$ cat config.mk
export PLATFORM = sky130hd
export DESIGN_NAME = btn_conditioner
export DESIGN_NICKNAME = d
export VERILOG_FILES = /design/src/rtl/btn_conditioner.sv
export SDC_FILE = /design/constraint.sdc
export NUM_CORES = 1
export LEC_CHECK = 0
export BUFFER_PORTS_ARGS = -buffer_cell sky130_fd_sc_hd__buf_2
export CORE_MARGIN = 1
export CORE_UTILIZATION = 45
export DETAILED_ROUTE_END_ITERATION = 12
export PLACE_DENSITY_LB_ADDON = 0.3
export SLEW_MARGIN = 40
export SYNTH_ARGS = -nofsm -noshare
export SYNTH_HDL_FRONTEND = slang
export SYNTH_SLANG_ARGS = --single-unit
$ cat constraint.sdc
create_clock -name clk100_i -period 2.3 [get_ports clk100_i]
set_input_delay 0.23 -clock clk100_i [delete_from_list [all_inputs] [get_ports clk100_i]]
set_output_delay 0.23 -clock clk100_i [all_outputs]
set_load 0.01 [all_outputs]
$ cat src/rtl/btn_conditioner.sv
// Pushbutton conditioner: two-flop synchroniser, stability-count debounce filter,
// and press / release / auto-repeat strobe generation for the downstream counter.
module btn_conditioner #(
    parameter int DEBOUNCE_CYCLES = 1000000,
    parameter int REPEAT_EN       = 0,
    parameter int REPEAT_DELAY    = 50000000,
    parameter int REPEAT_PERIOD   = 10000000
) (
    input  logic clk100_i,
    input  logic rst_i,
    input  logic bt_i,
    output logic level_o,
    output logic btnd_o,
    output logic press_o,
    output logic rel_o
);

    localparam int CW       = $clog2(DEBOUNCE_CYCLES + 1);
    localparam int HOLD_MAX = (REPEAT_DELAY > REPEAT_PERIOD) ? REPEAT_DELAY : REPEAT_PERIOD;
    localparam int HW       = $clog2(HOLD_MAX + 1);

    localparam logic [CW-1:0] DB_LAST     = CW'(DEBOUNCE_CYCLES - 1);
    localparam logic [HW-1:0] DELAY_LAST  = HW'(REPEAT_DELAY - 1);
    localparam logic [HW-1:0] PERIOD_LAST = HW'(REPEAT_PERIOD - 1);

    localparam logic [1:0] ST_IDLE   = 2'd0;
    localparam logic [1:0] ST_HELD   = 2'd1;
    localparam logic [1:0] ST_REPEAT = 2'd2;

    logic          s1;
    logic          s2;
    logic [CW-1:0] stab_cnt;
    logic [HW-1:0] hold_cnt;
    logic [1:0]    state;
    logic          accept;
    logic          rise;
    logic          fall;

    // A level change is accepted on the edge where the stability count would hit its target.
    assign accept = (s2 != level_o) && (stab_cnt == DB_LAST);
    assign rise   = accept && s2;
    assign fall   = accept && !s2;

    always_ff @(posedge clk100_i or posedge rst_i) begin
        if (rst_i) begin
            s1 <= 1'b0;
            s2 <= 1'b0;
        end else begin
            s1 <= bt_i;
            s2 <= s1;
        end
    end

    always_ff @(posedge clk100_i or posedge rst_i) begin
        if (rst_i) begin
            level_o  <= 1'b0;
            stab_cnt <= '0;
        end else if (s2 != level_o) begin
            if (stab_cnt == DB_LAST) begin
                level_o  <= s2;
                stab_cnt <= '0;
            end else begin
                stab_cnt <= stab_cnt + 1'b1;
            end
        end else begin
            stab_cnt <= '0;
        end
    end

    // Release is checked before any repeat so a coincident fall suppresses the repeat strobe.
    always_ff @(posedge clk100_i or posedge rst_i) begin
        if (rst_i) begin
            state    <= ST_IDLE;
            hold_cnt <= '0;
            btnd_o   <= 1'b0;
            press_o  <= 1'b0;
            rel_o    <= 1'b0;
        end else begin
            btnd_o  <= 1'b0;
            press_o <= 1'b0;
            rel_o   <= 1'b0;
            if (rise) begin
                state    <= ST_HELD;
                press_o  <= 1'b1;
                btnd_o   <= 1'b1;
                hold_cnt <= '0;
            end else if (fall) begin
                state    <= ST_IDLE;
                rel_o    <= 1'b1;
                hold_cnt <= '0;
            end else begin
                case (state)
                    ST_HELD: begin
                        if ((REPEAT_EN != 0) && (hold_cnt == DELAY_LAST)) begin
                            btnd_o   <= 1'b1;
                            state    <= ST_REPEAT;
                            hold_cnt <= '0;
                        end else if (hold_cnt != '1) begin
                            hold_cnt <= hold_cnt + 1'b1;
                        end
                    end
                    ST_REPEAT: begin
                        if (hold_cnt == PERIOD_LAST) begin
                            btnd_o   <= 1'b1;
                            hold_cnt <= '0;
                        end else begin
                            hold_cnt <= hold_cnt + 1'b1;
                        end
                    end
                    default: begin
                        state    <= ST_IDLE;
                        hold_cnt <= '0;
                    end
                endcase
            end
        end
    end

endmodule

==> results of run 1 <==
==> timing repair <==
item	in CTS	in global routing
endpoints found under the setup margin	0	0
hold buffers	2	0
endpoints found under the hold margin	26	0
setup buffers	0	0
==> cells in the final DEF, fill, tap and decap left out, types with 2 or more instances in the layout <==
cell type / synthesis / final
o31ai_1: 2 / 2
nand3_1: 6 / 6
nor3b_1: 2 / 2
o21ai_0: 2 / 2
or3_1: 2 / 2
xnor2_1: 7 / 7
and4_1: 3 / 3
nand4_1: 5 / 5
nand2_1: 7 / 7
buf_2: 0 / 6
buf_4: 2 / 3
dfrtp_1: 25 / 25
clkbuf_4: 0 / 3
and3_1: 3 / 3
or4_1: 2 / 2
xor2_1: 7 / 7
nor3_1: 2 / 2
dlygate4sd3_1: 0 / 2
nor2_1: 15 / 15
a21oi_1: 5 / 5
==> power groups by stage <==
stage | logic, W | registers [W] | clock network [W]
floorplan | 0.0000206 | 0.000458 | 0
global placement | 0.0000298 | 0.000459 | 0
detailed placement | 0.0000298 | 0.000459 | 0
CTS | 0.0000328 | 0.000451 | 0.000207
global route | 0.0000365 | 0.000452 | 0.000218
finish | 0.0000318 | 0.000451 | 0.000195
==> per-layer routing <==
| layer | vias up | global-route usage | part of all wire |
|---|---|---|---|
| li1 | 427 | - | - |
| met1 | 434 | 0.2500 | 0.50 |
| met2 | 11 | 0.2866 | 0.46 |
| met3 | 5 | 0.05833 | 0.030 |
| met4 | 0 | 0.07692 | 0.018 |
| met5 | - | 0 | 0 |
==> sequential cells by signal, summed over array words and instances (netlist names) <==
signal,cells
s1,1
btnd_o,1
stab_cnt,20
level_o,1
rel_o,1
s2,1
==> how the worst max path moves through the flow <==
stage	endpoint	slack [ns]	cells past startpoint
finish	level_o	0.47	4
global route	stab_cnt[18]	0.38	5
CTS	level_o	0.45	4
detailed placement	level_o	0.47	4
global placement	level_o	0.50	4
floorplan	level_o	0.55	4
==> metrics by stage <==
step	setup WS, ns	power, W	utilization	cell area [um^2]
2_1_floorplan	0.5524	0.0004786	-	1232
3_3_place_gp	0.4990	0.0004889	0.5169	1304
3_5_place_dp	0.4702	0.0004887	0.5169	1304
4_1_cts	0.4520	0.0006905	0.5357	1351
5_1_grt	0.3796	0.0007068	0.5357	1351
6_report	0.4658	0.0006779	0.5357	1351
==> cell families after synthesis <==
kind of cell             after synthesis
XOR/XNOR                              14
flip-flops                            25
adder cells (fa/ha/maj)                1
buffers and inverters                  4
AND/OR/NAND/NOR                       56
AO/OA/AOI/OAI                         10
multiplexers                           2
==> cell type report <==
cell class | instances | area (um^2)
timing repair buffer | 11 | 72.57
fill | 231 | 1171
multi-input combinational | 83 | 584.3
sequential | 25 | 625.6
tap | 30 | 37.54
inverter | 1 | 3.754
clock inverter | 1 | 5.005
clock buffer | 3 | 22.52
==> out/metrics.yaml, run 1 <==
dp_hpwl_mm: 1.587
final_antenna_net_count: 0
slew_headroom: 0.6638
row_count: 18
fin_cells: 154
synth_top_family_by_area: "simple AND/OR/NAND/NOR gates"
critical-path-slowest-cell: "or4_4"
ys_warn_count: 0
comb_power_share: 0.047
synth_xor_area_frac: 0.09949
seqPwrFrac: 0.665
synth_area_leaders: "dfrtp_1 (51%), xnor2_1 (5.0%), xor2_1 (5.0%)"
syn_nets: 116
worst_path_largest_cell_delay_ns: 0.54
gr-total-overflow: 0
yosysTopAreaCell: "dfrtp_1"
regToRegStartpoint: "stab_cnt[10]"
post_cts_resized: 0
placed_cells: 148
nets: 129
clock_skew_ns: 0.001722
portBuffers: 6
path_buf_inv: 0
synth-compound-area-share: 0.06294
min_from: "s1"
synth_top_area_share: 0.5076
core_mm2: 0.002522
syn_area_mm2: 0.001232
clock_latency_ns: 0.32
cp-startpoint: "stab_cnt[10]"
drive_gt1_frac: 0.1774
p_leak_nw: 0.5852
muxShareOfSynthArea: 0.02030
cts_sinks: 25
path_cells: "nor4_4, nand2_1, or4_4, mux2_4"
worst_hold_path.endpoint: "s2"
crit_required_ns: 2.52
critPathKind: "flip-flop to flip-flop"
rsz0062_at_grt: "no"
grt_pass1_wl_mm: 3.808
hold_violations: 0
slew_violations: 0
antenna_found_initial: 0
die_x_um: 54.33
seq_area_frac_synth: 0.5076
synthTopCellsByCount: "dfrtp_1 (25), nor2_1 (15), nand2_1 (7), xnor2_1 (7), xor2_1 (7)"
fmax_mhz: 545.2
worst_pin_slew_ns: 0.5036
first_pass_iters: 7
power_density_mw_per_mm2: 501.6
wl_per_cell_um: 14.54
cpLargestDelayFamily: "simple AND/OR/NAND/NOR gates"
dr_total_vias: 877
r2r_end: "level_o"
routed_wl_mm: 2.239
grt_max_degree: 26
die_y_um: 54.33
ys_ff_latch: 25
antenna_cells: 0
syn_area_per_cell_um2: 11.00
tns_ns: 0
final.min_clock_period_ns: 1.834
dieArea_mm2: 0.002952
r2r_setup_slack_ns: 0.47
cts_buffers: 3
maxCapViolations: 0
synth_most_common_cell: "dfrtp_1"
reg2regPathDepth: 4
min_path_type: "flip-flop to flip-flop"
initial_utilization: 0.4886
pwr-share-clk: 0.288
ys_types: 32
synth_ff_type: "dfrtp_1"
drc: 0
groute.usage.overall: 0.1893
h-tree-depth: 1
synth_cells: 112
routed_via_density: 5.695
async_flop_share: 1.000
startpoint_type: "flip-flop"
setup_viol: 0
hold_path_depth: 0
syn2layout_area_growth_pct: 9.645
synthAdderAreaFrac: 0.01015
ir_drop_uv: 433.9
p_sw_w: 0.0001545
place.gp.congestion: 0.7684
ioPinCount: 7
worstPathArrival_ns: 2.06
cp-end-kind: "flip-flop"
timing.hold.ws_ns: 0.3642
critPathMaxFanout: 5
grt_pass1_vias: 803
cts.clk_slew.worst_paths_ns: 0.13
status: "completed"
timing.final.crit_share: 0.7975
yosys.area_share.simple: 0.2812
cts_tree: "done"
p_sw_frac: 0.2280
synth_edf_count: 0
intPower_w: 0.0005233
clockBufferDepth: 2
root_buffer: "clkbuf_4"
drt-initial-drc-count: 14
No activity file was read; power rests on OpenSTA's default activity.
==> run 2, diff against run 1 <==
ABC_AREA = 1   (was not set)
clock period = 1.6 ns   (was 2.3 ns; I/O delays follow)
==> out/metrics.yaml, run 2 <==
drc: 0  # unchanged
worst-path-stages: 6  # +2
cts.clk_slew.worst_paths_ns: 0.12  # about the same
p_leak_nw: 0.6285  # +7.4%
worst_hold_path.endpoint: "s2"
synth_cells: 163  # +46%
synth_top_area_share: 0.4669  # -0.04076
h-tree-depth: 1  # unchanged
slew_headroom: 0.7330  # +0.06918
timing.final.crit_share: 0.9005  # +0.1030
dieArea_mm2: 0.003200  # +8.4%
largest_register_ffs: 20  # unchanged
syn_nets: 167  # +44%
mostFrequentLayoutCells: "nor2_1 (36), nand2_1 (25), dfrtp_1 (25)"
fillers: 254  # +10%
synth_ff_type: "dfrtp_1"
final_common_cell: "nor2_1"
status: "completed"
hold_violations: 0  # unchanged
critical-path-slowest-cell: "dfrtp_1"
drt-initial-drc-count: 65  # +51
clockBufferDepth: 2  # unchanged
drive_gt1_frac: 0.1932  # +0.01576
critPathKind: "flip-flop to flip-flop"
nets: 181  # +40%
final.min_clock_period_ns: 1.441  # -0.3934 ns
antenna_cells: 0  # unchanged
maxCapViolations: 0  # unchanged
critPathMaxFanout: 9  # +4
startpoint_type: "flip-flop"
regArea_um2: 625.6  # unchanged
cp-end-kind: "flip-flop"
r2r_end: "stab_cnt[11]"
die_x_um: 56.57  # +4.1%
clock_latency_ns: 0.32  # about the same
syn2layout_area_growth_pct: 9.524
clock_skew_ns: 0.01280  # +0.01108 ns
root_buffer: "clkbuf_4"
ir_drop_uv: 527.1  # +21%
worst_path_largest_cell_delay_ns: 0.39  # -0.15 ns
top_register: "stab_cnt"
ys_types: 25  # -22%
rsz0062_at_grt: "no"
async_flop_share: 1.000  # unchanged
cts_buffers: 3  # unchanged
power_density_mw_per_mm2: 659.9  # +32%
core_mm2: 0.002781  # +10%
grt_max_degree: 26  # unchanged
first_pass_iters: 4  # -3
syn_area_mm2: 0.001340  # +8.7%
setup_viol: 0  # unchanged
ioPinCount: 7  # unchanged
ys_ff_latch: 25  # unchanged
r2r_setup_slack_ns: 0.16  # -0.31 ns
portBuffers: 6  # unchanged
crit_required_ns: 1.81  # -0.71 ns
reg2regPathDepth: 6  # +2
seq_area_frac_synth: 0.4669  # -0.04076
final_antenna_net_count: 0  # unchanged
dp_hpwl_mm: 2.011  # +27%
routed_wl_mm: 2.578  # +15%
place.gp.congestion: 0.8659  # +13%
groute.usage.overall: 0.1887  # -0.0006340
min_from: "s1"
regToRegStartpoint: "stab_cnt[0]"
row_count: 19  # +1
grt_pass1_wl_mm: 4.678  # +23%
syn_area_per_cell_um2: 8.221  # -25%
yosysTopAreaCell: "dfrtp_1"
min_path_type: "flip-flop to flip-flop"
cts_sinks: 25  # unchanged
gr-total-overflow: 0  # unchanged
synth_edf_count: 0  # unchanged
synthTopCellsByCount: "nor2_1 (36), dfrtp_1 (25), nand2_1 (25)"
timing.hold.ws_ns: 0.3761  # +0.01185 ns
dr_total_vias: 1059  # +21%
die_y_um: 56.57  # +4.1%
fmax_mhz: 694.1  # +27%
grt_pass1_vias: 1008  # +26%
slew_violations: 0  # unchanged
postCtsSetupBuffers: 0  # unchanged
path_cells: "ha_1, nand3_1, nor2_4, nand3_4, nand2_4, nor2_1"
hold_path_depth: 0  # unchanged
synth_area_leaders: "dfrtp_1 (47%), nor2_1 (10%), nand2_1 (7.0%)"
ys_warn_count: 0  # unchanged
worstPathArrival_ns: 1.65  # -0.41 ns
initial_utilization: 0.4818  # -0.006810
wl_per_cell_um: 12.45  # -14%
synth_most_common_cell: "nor2_1"
tns_ns: 0  # unchanged
routed_via_density: 5.116  # -10%
path_buf_inv: 0  # unchanged
multi_input_area_um2: 648.1  # +11%
worst_pin_slew_ns: 0.3975  # -0.1061 ns
antenna_found_initial: 0  # unchanged
cts_tree: "done"
cpLargestDelayFamily: "simple AND/OR/NAND/NOR gates"
-- run 2: worst register-to-register path, cell delays in order (launching register included) --
cell and delay [ns]:
dfrtp_1 0.39, ha_1 0.19, nand3_1 0.18, nor2_4 0.20
nand3_4 0.16, nand2_4 0.15, nor2_1 0.07
-- run 2: area by class of cell --
cell class | instances | area share
well taps | 31 | 0.02643
repair buffers | 10 | 0.04433
flip-flops and latches | 25 | 0.4263
clock buffers | 4 | 0.01790
multi-input cells | 120 | 0.4416
inverters | 17 | 0.04348
-- run 2: worst max-delay path by stage --
stage / slack [ns] / start / to
floorplan: 0.34 / stab_cnt[0] / stab_cnt[5]
global placement: 0.15 / stab_cnt[0] / stab_cnt[5]
detailed placement: 0.10 / stab_cnt[0] / stab_cnt[11]
CTS: 0.09 / stab_cnt[0] / stab_cnt[11]
global route: 0.04 / stab_cnt[0] / stab_cnt[9]
finish: 0.16 / stab_cnt[0] / stab_cnt[11]
-- run 2: routing by layer --
layer,wire [um],track usage,vias up
met1,1301,0.2836,497
met4,10,0.02091,0
li1,-,-,537
met3,117,0.04839,3
met2,1150,0.2840,22
met5,0,0,-
-- run 2: logic make-up after synthesis --
| kind of cell | after synthesis | share of synthesized area |
|---|---|---|
| flops | 25 | 0.4669 |
| simple gates | 103 | 0.3856 |
| compound gates | 7 | 0.02614 |
| fa+ha+maj | 1 | 0.009336 |
| xor+xnor | 9 | 0.05883 |
| buf+inv | 18 | 0.05322 |
-- run 2: power breakdown --
group / internal, W / switching, W
sequential: 0.000640 / 0.00000581
combinational: 0.0000163 / 0.0000318
clock: 0.0000975 / 0.000177
-- run 2: stage by stage --
stage	instance area, um^2	utilization	instances	worst slack (ns)	power [W]
finish	1468	0.5277	207	0.1592	0.0009685
global route	1468	0.5277	207	0.03857	0.001015
CTS	1463	0.5259	207	0.08739	0.0009878
detailed placement	1416	0.5092	201	0.1044	0.0007042
global placement	1416	0.5092	201	0.1476	0.0007028
floorplan	1340	-	163	0.3410	0.0006878
-- run 2: repair_timing --
action | in CTS | in global routing
resized for setup | 0 | 1
setup endpoints to repair | 0 | 5
hold buffers | 2 | 0
endpoints found under the hold margin | 26 | 0
